### src/rtl/cv32e40p_pkg.sv
// Shared types for the instruction fetch path.
//   fetch_entry_t : one buffered fetch result {addr, data, err}
package cv32e40p_pkg;

    typedef struct packed {
        logic [31:0] addr;
        logic [31:0] data;
        logic        err;
    } fetch_entry_t;

    localparam int FETCH_ENTRY_W = $bits(fetch_entry_t);

endpackage

### src/rtl/cv32e40p_fetch_fifo.sv
// Synchronous FIFO with registered storage and a synchronous flush.
// Ports:
//   clk, rst  : clock, synchronous active-high reset (clears storage too)
//   flush_i   : empties the FIFO; overrides push/pop in the same cycle
//   push_i    : write wdata_i (caller guarantees not full)
//   pop_i     : drop the head (caller guarantees not empty)
//   rdata_o   : head entry, straight from the storage registers
//   cnt_o     : number of valid entries
import cv32e40p_pkg::*;

module cv32e40p_fetch_fifo #(
    parameter int WIDTH = 32,
    parameter int DEPTH = 4
) (
    input  logic                       clk,
    input  logic                       rst,
    input  logic                       flush_i,
    input  logic                       push_i,
    input  logic [WIDTH-1:0]           wdata_i,
    input  logic                       pop_i,
    output logic [WIDTH-1:0]           rdata_o,
    output logic [$clog2(DEPTH+1)-1:0] cnt_o
);

    localparam int PW = (DEPTH > 1) ? $clog2(DEPTH) : 1;
    localparam int CW = $clog2(DEPTH + 1);

    logic [DEPTH-1:0][WIDTH-1:0] r_mem;
    logic [PW-1:0]               r_wptr;
    logic [PW-1:0]               r_rptr;
    logic [CW-1:0]               r_cnt;
    logic [PW-1:0]               w_wptr_inc;
    logic [PW-1:0]               w_rptr_inc;

    // Explicit wrap so DEPTH need not be a power of two.
    assign w_wptr_inc = (r_wptr == PW'(DEPTH - 1)) ? '0 : r_wptr + PW'(1);
    assign w_rptr_inc = (r_rptr == PW'(DEPTH - 1)) ? '0 : r_rptr + PW'(1);

    assign rdata_o = r_mem[r_rptr];
    assign cnt_o   = r_cnt;

    always_ff @(posedge clk) begin
        if (rst) begin
            r_mem  <= '0;
            r_wptr <= '0;
            r_rptr <= '0;
            r_cnt  <= '0;
        end else if (flush_i) begin
            r_wptr <= '0;
            r_rptr <= '0;
            r_cnt  <= '0;
        end else begin
            if (push_i) begin
                r_mem[r_wptr] <= wdata_i;
                r_wptr        <= w_wptr_inc;
            end
            if (pop_i) begin
                r_rptr <= w_rptr_inc;
            end
            r_cnt <= r_cnt + CW'(push_i) - CW'(pop_i);
        end
    end

endmodule

### src/rtl/cv32e40p_prefetch_buffer.sv
// Instruction prefetch buffer between IF and an OBI-style instruction port.
// Ports:
//   clk, rst                      : clock, synchronous active-high reset
//   boot_addr_i                   : fetch start address while in reset
//   req_i                         : fetch enable from IF
//   branch_i, branch_addr_i       : flush and redirect
//   fetch_valid_o/rdata_o/addr_o/err_o, fetch_ready_i : FIFO head to IF
//   instr_req_o/addr_o, instr_gnt_i                   : OBI address phase
//   instr_rvalid_i/rdata_i/err_i                      : OBI response phase
//   busy_o                        : request pending or responses outstanding
import cv32e40p_pkg::*;

module cv32e40p_prefetch_buffer #(
    parameter int DEPTH           = 4,
    parameter int MAX_OUTSTANDING = 2
) (
    input  logic        clk,
    input  logic        rst,
    input  logic [31:0] boot_addr_i,
    input  logic        req_i,
    input  logic        branch_i,
    input  logic [31:0] branch_addr_i,
    output logic        fetch_valid_o,
    output logic [31:0] fetch_rdata_o,
    output logic [31:0] fetch_addr_o,
    output logic        fetch_err_o,
    input  logic        fetch_ready_i,
    output logic        instr_req_o,
    output logic [31:0] instr_addr_o,
    input  logic        instr_gnt_i,
    input  logic        instr_rvalid_i,
    input  logic [31:0] instr_rdata_i,
    input  logic        instr_err_i,
    output logic        busy_o
);

    localparam int OW = $clog2(MAX_OUTSTANDING + 1);
    localparam int CW = $clog2(DEPTH + 1);

    logic         r_req;
    logic [31:0]  r_addr;
    logic [31:0]  r_faddr;     // address of the next request to issue
    logic [OW-1:0] r_disc;
    logic         r_stale;     // pending request was issued before a branch

    logic [OW-1:0] w_outs;     // outstanding = occupancy of the address queue
    logic [OW-1:0] w_outs_nxt;
    logic [OW-1:0] w_disc_nxt;
    logic [CW-1:0] w_cnt;
    logic [CW-1:0] w_cnt_nxt;
    logic          w_gnt;
    logic          w_rv;
    logic          w_push;
    logic          w_pop;
    logic          w_issue;
    logic [31:0]   w_faddr_cur;
    logic [31:0]   w_br_addr;
    logic [31:0]   w_boot_addr;
    logic [31:0]   w_rsp_addr;
    fetch_entry_t  w_wentry;
    fetch_entry_t  w_head;

    assign w_br_addr   = branch_addr_i & 32'hFFFF_FFFC;
    assign w_boot_addr = boot_addr_i   & 32'hFFFF_FFFC;

    assign w_gnt  = r_req & instr_gnt_i;
    // A response with nothing outstanding (e.g. left over from before reset) is ignored.
    assign w_rv   = instr_rvalid_i & (w_outs != '0);
    assign w_push = w_rv & (r_disc == '0) & ~branch_i;
    assign w_pop  = fetch_valid_o & fetch_ready_i & ~branch_i;

    assign w_outs_nxt = w_outs + OW'(w_gnt) - OW'(w_rv);
    assign w_cnt_nxt  = branch_i ? '0 : (w_cnt + CW'(w_push) - CW'(w_pop));

    // On branch, everything still outstanding after this cycle is stale. A request
    // still waiting for grant is marked stale and joins disc when it is granted.
    always_comb begin
        w_disc_nxt = r_disc;
        if (branch_i) begin
            w_disc_nxt = w_outs_nxt;
        end else begin
            w_disc_nxt = r_disc - OW'(w_rv & (r_disc != '0)) + OW'(w_gnt & r_stale);
        end
    end

    assign w_faddr_cur = branch_i ? w_br_addr : r_faddr;

    // Reserve a FIFO slot for every issued request so responses never need back-pressure.
    // Evaluated on next-state counts so back-to-back issue keeps 1 word/cycle.
    assign w_issue = req_i & (~r_req | w_gnt)
                   & (int'(w_outs_nxt) < MAX_OUTSTANDING)
                   & (int'(w_cnt_nxt) + int'(w_outs_nxt) < DEPTH);

    always_ff @(posedge clk) begin
        if (rst) begin
            r_req   <= 1'b0;
            r_addr  <= w_boot_addr;
            r_faddr <= w_boot_addr;
            r_disc  <= '0;
            r_stale <= 1'b0;
        end else begin
            r_disc  <= w_disc_nxt;
            r_stale <= r_req & ~w_gnt & (r_stale | branch_i);
            if (w_issue) begin
                r_req   <= 1'b1;
                r_addr  <= w_faddr_cur;
                r_faddr <= w_faddr_cur + 32'd4;
            end else begin
                if (w_gnt) begin
                    r_req <= 1'b0;
                end
                r_faddr <= w_faddr_cur;
            end
        end
    end

    cv32e40p_fetch_fifo #(
        .WIDTH (32),
        .DEPTH (MAX_OUTSTANDING)
    ) u_addr_q (
        .clk     (clk),
        .rst     (rst),
        .flush_i (1'b0),
        .push_i  (w_gnt),
        .wdata_i (r_addr),
        .pop_i   (w_rv),
        .rdata_o (w_rsp_addr),
        .cnt_o   (w_outs)
    );

    assign w_wentry.addr = w_rsp_addr;
    assign w_wentry.data = instr_rdata_i;
    assign w_wentry.err  = instr_err_i;

    cv32e40p_fetch_fifo #(
        .WIDTH (FETCH_ENTRY_W),
        .DEPTH (DEPTH)
    ) u_instr_fifo (
        .clk     (clk),
        .rst     (rst),
        .flush_i (branch_i),
        .push_i  (w_push),
        .wdata_i (w_wentry),
        .pop_i   (w_pop),
        .rdata_o (w_head),
        .cnt_o   (w_cnt)
    );

    assign fetch_valid_o = (w_cnt != '0);
    assign fetch_rdata_o = w_head.data;
    assign fetch_addr_o  = w_head.addr;
    assign fetch_err_o   = w_head.err;
    assign instr_req_o   = r_req;
    assign instr_addr_o  = r_addr;
    assign busy_o        = r_req | (w_outs != '0);

endmodule

### config.mk
export PLATFORM = sky130hd
export DESIGN_NAME = cv32e40p_prefetch_buffer
export DESIGN_NICKNAME = d
export VERILOG_FILES = /design/src/rtl/cv32e40p_pkg.sv /design/src/rtl/cv32e40p_fetch_fifo.sv /design/src/rtl/cv32e40p_prefetch_buffer.sv
export SDC_FILE = /design/constraint.sdc
export NUM_CORES = 1
export LEC_CHECK = 0
export ABC_AREA = 1
export BUFFER_PORTS_ARGS = -buffer_cell sky130_fd_sc_hd__buf_2
export CELL_PAD_IN_SITES_DETAIL_PLACEMENT = 2
export CELL_PAD_IN_SITES_GLOBAL_PLACEMENT = 2
export CORE_MARGIN = 2
export CORE_UTILIZATION = 33
export DETAILED_ROUTE_END_ITERATION = 8
export HOLD_SLACK_MARGIN = 0.03
export PLACE_DENSITY_LB_ADDON = 0.3
export RECOVER_POWER = 100
export SETUP_SLACK_MARGIN = 0.02
export SYNTH_ARGS = -nofsm -noshare
export SYNTH_HDL_FRONTEND = slang
export SYNTH_SLANG_ARGS = --single-unit
### constraint.sdc
create_clock -name clk -period 4.68 [get_ports clk]
set_input_delay 0.234 -clock clk [delete_from_list [all_inputs] [get_ports clk]]
set_output_delay 0.234 -clock clk [all_outputs]
set_load 0.01 [all_outputs]
After elaboration in Yosys (flattened, before gate mapping)
Cells that the tools add are included.
W data, S select, Z words.
{ "totals": {"input_bits": 104, "regBits": 403, "output_inout_bits": 100} }
{ "op_classes": {"n_addsub": 12, "bitwise": 19, "n_mux": 23, "reduce_logical": 10, "magnitude_cmp": 8, "n_eq_ne": 2} }
{ "op_table": {"columns": ["cell", "count"], "rows": [
  ["$bwmux W260", 1],
  ["$mux W32", 8],
  ["$bmux W65 S2", 1],
  ["$demux W65 S2", 1],
  ["$mux W65", 2],
  ["$bwmux W64", 1],
  ["$add A32 B3 Y32 const B", 1],
  ["$demux W32 S1", 1],
  ["$and A1 B1 Y1", 13],
  ["$reduce_bool A2 Y1", 4],
  ["$lt A2 B3 Y1 const B", 2],
  ["$mux W2", 3],
  ["$add A2 B1 Y2", 2],
  ["$add A2 B1 Y2 const B", 2],
  ["$add A3 B2 Y4", 1],
  ["$eq A2 B2 Y1 const B", 2],
  ["$lt A1 B2 Y1 const B", 2],
  ["$lt A4 B3 Y1 const B", 1],
  ["$mux W1", 4],
  ["$sub A2 B1 Y2", 2],
  ["$add A3 B1 Y3", 1],
  ["$mux W3", 1],
  ["$not A1 Y1", 3],
  ["$or A1 B1 Y1", 3],
  ["other kinds (10)", 12]
]} }

Depth between registers and ports, before layout
{ "logic_depth": {"depth_word": 12, "mapped_depth": 24} }

Hierarchy
Synthesis repeated with hierarchy kept, for this count alone.
{ "hier_totals": {"cells_unflattened": 3137, "area_unflattened_um2": 19951.6} }
{ "by_module_without_submodules": {"columns": ["mod", "n_inst", "area_each_um2", "cells_each"], "rows": [
  ["cv32e40p_fetch_fifo (u_instr_fifo)", 1, 12695.9, 2069],
  ["cv32e40p_prefetch_buffer", 1, 4305.4, 628],
  ["cv32e40p_fetch_fifo (u_addr_q)", 1, 2950.3, 440]
]} }

Worst setup path before layout
OpenSTA, ideal clock, no wires.
{ "synth_path": {"kind": "reg-to-reg", "from": "reg u_instr_fifo.r_cnt[1], in the netlist u_instr_fifo.cnt_o[1]", "to": "reg r_addr[10], in the netlist instr_addr_o[10] (enable)", "arrival_time_ns": 3.363, "path_stages_with_launch": 20, "t_required_ns": 4.295, "path_slack_ns": 0.931, "period_less_slack_ns": 3.749, "setup_ns": 0.385, "path_buffers": 0, "cell_sequence": "dfxtp_1 inv_1 nand2_1 or2_2 nand3_1 inv_1 ha_1 inv_1 ha_1 fa_1 inv_1 nor2_1 ha_1 nand4_1 nand2_1 nor2_1 nand2_2 inv_2 nor2_2 inv_1"} }
{ "synth_between": {"elab_chain_cells": 9, "word_cells_on_any_way": 10, "cone_classes": "3 x add/sub; 1 x order compare; 1 x mux; 3 x bitwise; 2 x reduce/logical"} }
{ "synth_lines": {"columns": ["element", "line", "rtl"], "rows": [
  ["start, declared", "cv32e40p_fetch_fifo.sv:31", "logic [CW-1:0] r_cnt;"],
  ["start signal, assigned", "cv32e40p_fetch_fifo.sv:60", "r_cnt <= r_cnt + CW'(push_i) - CW'(pop_i);"],
  ["$reduce_bool A3 Y1", "cv32e40p_prefetch_buffer.sv:149", "assign fetch_valid_o = (w_cnt != '0);"],
  ["via fetch_valid_o", "cv32e40p_prefetch_buffer.sv:23", "output logic fetch_valid_o,"],
  ["$and A1 B1 Y1 (2 in series)", "cv32e40p_prefetch_buffer.sv:70", "assign w_pop = fetch_valid_o & fetch_ready_i & ~branch_i;"],
  ["via u_instr_fifo.pop_i", "cv32e40p_fetch_fifo.sv:20", "input logic pop_i,"],
  ["$sub A3 B1 Y3", "cv32e40p_prefetch_buffer.sv:73", "assign w_cnt_nxt = branch_i ? '0 : (w_cnt + CW'(w_push) - CW'(w_pop));"],
  ["$mux W3", null, null],
  ["via w_cnt_nxt[1]", "cv32e40p_prefetch_buffer.sv:50", "logic [CW-1:0] w_cnt_nxt;"],
  ["$add A3 B2 Y4", "cv32e40p_prefetch_buffer.sv:92", "& (int'(w_cnt_nxt) + int'(w_outs_nxt) < DEPTH);"],
  ["$lt A4 B3 Y1", "cv32e40p_prefetch_buffer.sv:92", null],
  ["$and A1 B1 Y1", "cv32e40p_prefetch_buffer.sv:92", null],
  ["$reduce_bool A2 Y1 (no line)", null, null],
  ["end signal, assigned", "cv32e40p_prefetch_buffer.sv:97", "r_addr <= w_boot_addr;"],
  ["end signal, assigned", "cv32e40p_prefetch_buffer.sv:106", "r_addr <= w_faddr_cur;"],
  ["end, declared", "cv32e40p_prefetch_buffer.sv:41", "logic [31:0] r_addr;"]
]} }
The timed path passes the listed nets, and every way through them passes these cells.
A chain may end at the register's enable or synchronous reset.

Final worst setup path
{ "layout_path": {"from": "reg u_instr_fifo.r_cnt[1], in the netlist u_instr_fifo.cnt_o[1]", "to": "reg r_faddr[4]"} }
{ "layout_between": {"elab_chain_cells": 10, "word_cells_on_any_way": 11, "cone_classes": "3 x add/sub; 1 x order compare; 3 x mux; 3 x bitwise; 1 x reduce/logical"} }
{ "layout_lines": {"columns": ["element", "line", "rtl"], "rows": [
  ["$reduce_bool A3 Y1", "cv32e40p_prefetch_buffer.sv:149", null],
  ["$and A1 B1 Y1 (2 in series)", "cv32e40p_prefetch_buffer.sv:70", null],
  ["via u_instr_fifo.pop_i", "cv32e40p_fetch_fifo.sv:20", null],
  ["$sub A3 B1 Y3", "cv32e40p_prefetch_buffer.sv:73", null],
  ["$mux W3", null, null],
  ["via w_cnt_nxt[1]", "cv32e40p_prefetch_buffer.sv:50", null],
  ["$add A3 B2 Y4", "cv32e40p_prefetch_buffer.sv:92", null],
  ["$lt A4 B3 Y1", "cv32e40p_prefetch_buffer.sv:92", null],
  ["$and A1 B1 Y1", "cv32e40p_prefetch_buffer.sv:92", null],
  ["$mux W32", "cv32e40p_prefetch_buffer.sv:104", "if (w_issue) begin"],
  ["$mux W32", "cv32e40p_prefetch_buffer.sv:95", "if (rst) begin"],
  ["end signal, assigned", "cv32e40p_prefetch_buffer.sv:98", "r_faddr <= w_boot_addr;"],
  ["end signal, assigned", "cv32e40p_prefetch_buffer.sv:107", "r_faddr <= w_faddr_cur + 32'd4;"],
  ["end signal, assigned", "cv32e40p_prefetch_buffer.sv:112", "r_faddr <= w_faddr_cur;"],
  ["end, declared", "cv32e40p_prefetch_buffer.sv:42", "logic [31:0] r_faddr;"]
]} }
The timed path passes the listed nets, and every way through them passes these cells.

==> summary.md <==
| Metric | Value |
|---|---|
| Worst Reg-to-Reg Cells | `24` |
| Delay-heaviest family, CP | `simple AND/OR/NAND/NOR gates` |
| DRT Wirelength | `70000 um` |
| EDFF count, synth | `30` |
| Critical-path cell list | `inv_1, nand2_1, or2_2, nand3_1, inv_1, ha_1, inv_1, ha_1, fa_1, inv_1, nor2_1, ha_1, inv_1, nand2_1, nor2_1, nand2_1, nor2_1, nand2_2, buf_4, nor2_4, nand2_1, nand2_1, o21ai_1, dlygate4sd3_1` |
| Worst hold start | `boot_addr_i[7]` |
| Leak Pwr | `7.86 nW` |
| HP Class | `primary input to flop` |
| Global route overflow | `0` |
| Top post-synthesis cells by area | `dfxtp_1 42%, nand2_1 11%, a21oi_1 8.5%` |
| Antenna cells | `0` |
| Post_cts resized | `0` |
| Synth warnings | `0` |
| CP Max Fanout | `15` |
| Share of cells above drive strength 1 | `0.0831` |
| Per-cell routed wire length | `20.8 um` |
| Final setup fails | `0` |
| Status | `complete, but fails checks` |
| Worst EP arrival | `4830 ps` |
| Logic pwr share | `0.160` |
| Setup WS pre-CTS | `562 ps` |
| NetSw | `2.80 mW` |
| Asr flop ratio synth | `0` |
| Crit path launch | `u_instr_fifo.cnt_o[1]` |
| Number of max-cap violations | `10` |
| Syn_area_per_cell | `7.15 sq um` |
| HPWL after DPL | `42000 um` |
| Setup CP Type | `flop to flop` |
| Hold Path End | `r_faddr[7]` |
| H-tree levels | `2` |
| Clock buffer depth | `3` |
| Fin crit share | `0.928` |
| Sequential fraction of the synthesis area | `0.467` |
| Peak Freq | `230 MHz` |
| Hold Path Cell Cnt | `5` |
| Area Growth Syn to Fin | `18.2%` |
| Top-count cell post-synth | `nand2_1` |
| DRC viols | `0` |
| Flop pwr share | `0.424` |
| Die X | `237 um` |
| CTS buffer count | `48` |
| Initial DRC count | `1001` |
| Internal | `6.39 mW` |
| Via-to-Cell Ratio | `5.44` |
| CTS sink cnt | `403` |
| Clock transition at path regs | `60 ps` |
| Clk pwr share | `0.416` |
| Critical Path RT | `5160 ps` |
| RR Endpoint | `r_faddr[4]` |
| Synth Register Bits | `403` |
| Synth area leader | `dfxtp_1` |
| First-pass GRT wire length | `111000 um` |
| Slowest-stage cell, CP | `dlygate4sd3_1` |
| Largest net degree at the start of global routing | `215` |
| Post-layout net count | `2752` |
| CP max stage delay | `540 ps` |
| Rows | `85` |
| Core footprint | `53700 sq um` |
| Switch share | `0.305` |
| Relative slew slack | `-0.771` |
| Endpoints failing hold | `0` |
| Initial antenna violation count | `0` |
| Post-Syn Nets | `2623` |
| Die area | `56100 sq um` |
| Worst setup margin | `335 ps` |
| Die height | `237 um` |
| Vias in the first global route | `20.1k` |
| Slew @ Worst Pin | `2660 ps` |
| Final Wtd Congestion | `0.830` |
| GRT Total Usage | `0.247` |
| CP Launch Type | `flop` |
| Ports | `204` |
| Final Max Slew Viols | `760` |
| Unrepaired setup endpoints after global routing | `false` |
| Synth Instances | `2505` |
| FF-to-FF setup slack | `340 ps` |
| Failing checks | `max-capacitance violations, max-slew violations` |
| RR Startpoint | `u_instr_fifo.cnt_o[1]` |
| Period minus WS final | `4340 ps` |
| Antenna Violating Nets Remaining | `0` |
| TritonCTS clock tree | `yes` |
| Fill count | `6303` |
| Clock Latency Late Sink | `590 ps` |
| PD cells | `435 nW/um^2` |
| Share of the synthesized area in the top cell type | `0.417` |
| DRT Pass-1 Iters | `5` |
| CTS root buf | `clkbuf_16` |
| Worst Path Buf+Inv | `7` |
| Endpoint class of the critical path | `flop` |
| Library cells used by synthesis | `34` |
| Top_reg_cell synth | `dfxtp_1` |
| Worst VDD drop | `0.266 mV` |
| Synth top cells by count | `508 x nand2_1, 373 x dfxtp_1, 305 x a21oi_1` |
| DR vias | `18.3k` |
| Initial Util | `0.333` |
| Final clock skew | `29.2 ps` |
| Mapped Area | `17900 sq um` |
| Setup TNS | `0 ps` |
| PortBufs | `199` |
[layer usage]
metal,part of all wire,global-route usage,up-vias
li1,-,-,8629
met1,0.44,0.300,9299
met2,0.50,0.447,306
met3,0.038,0.0402,109
met4,0.027,0.0746,0
met5,0,0,-
[how the worst max path moves through the flow]
stage | depth (start not counted) | to | slack (ps)
2_1_floorplan | 19 | instr_addr_o[10] | 930
3_3_place_gp | 22 | r_faddr[22] | 780
3_5_place_dp | 22 | r_faddr[22] | 560
4_1_cts | 24 | r_faddr[4] | 340
5_1_grt | 24 | r_faddr[4] | 50
6_report | 24 | r_faddr[4] | 340
[layout by cell type (no fill, tap or decap), types with 4 or more instances in the layout]
cell type      count
clkbuf_2           6
nand2_1          508
clkbuf_1         115
dlygate4sd3_1     57
clkbuf_8          14
ha_2               4
inv_1            117
dfxtp_1          371
o21ai_1            5
clkbuf_16         50
nand3_1          295
edfxtp_1          30
ha_1               9
buf_4             11
buf_2            102
o21ai_0          268
nor2_1           271
nand4_1           12
clkinv_2           9
a21oi_1          305
o22ai_1           72
[worst register-to-register path: cells and delay by family, from the launching register on]
family          cells  cell delay (ps)
buf+inv             7             1170
compound gates      1               70
fa+ha+maj           4             1100
flops               1              310
simple gates       12             1610
[repair_timing]
item                                   in CTS  in global routing
buffers inserted                            0                  0
endpoints found under the hold margin     173                  0
hold buffers                               57                  0
[registers in the layout, summed over array words and instances, names as in the netlist, 2 cells and up]
signal / cells
u_instr_fifo.cnt_o: 3
u_instr_fifo.r_rptr: 2
u_instr_fifo.r_wptr: 2
instr_addr_o: 32
r_disc: 2
u_addr_q.r_mem: 64
u_addr_q.cnt_o: 2
r_faddr: 32
u_instr_fifo.r_mem: 260
[area by class of cell]
class | instances | area [sq um] | share of cell area
inverter | 122 | 465 | 0.0220
clock inverter | 13 | 130 | 0.00615
clock buffer | 76 | 1490 | 0.0704
sequential | 403 | 8370 | 0.396
multi-input combinational | 1776 | 8200 | 0.388
tap | 696 | 871 | 0.0411
timing repair buffer | 283 | 1630 | 0.0770
[power groups by stage]
| stage | logic [mW] | registers [mW] | clock network (mW) |
|---|---|---|---|
| 5_1_grt | 1.65 | 3.92 | 4.08 |
| 3_3_place_gp | 1.43 | 3.96 | 0 |
| 2_1_floorplan | 0.889 | 3.94 | 0 |
| 3_5_place_dp | 1.49 | 3.97 | 0 |
| 6_report | 1.47 | 3.90 | 3.82 |
| 4_1_cts | 1.54 | 3.90 | 3.92 |
[kinds of logic (layout without fill, tap and decap cells)]
group	after synthesis	in the layout	share of synthesized area
AOI/OAI and AO/OA	654	654	0.189
buffers and inverters	326	494	0.0742
muxes	1	1	0.000559
adders and majority gates	14	14	0.0102
xor gates and xnor gates	3	3	0.00147
and+or+nand+nor	1104	1104	0.257
DFF	403	403	0.467
[metrics by stage]
step                 util  hold slack [ps]  instance area, sq um  std cells  power (mW)
finish              0.394             76.2                 21200       3369        9.20
global placement    0.357              423                 19200       3223        5.39
global route        0.394             91.8                 21200       3369        9.65
CTS                 0.398             47.5                 21400       3369        9.36
floorplan               -              353                 17900       2505        4.83
detailed placement  0.357              435                 19200       3223        5.47
No activity file was read; power rests on OpenSTA's default activity.
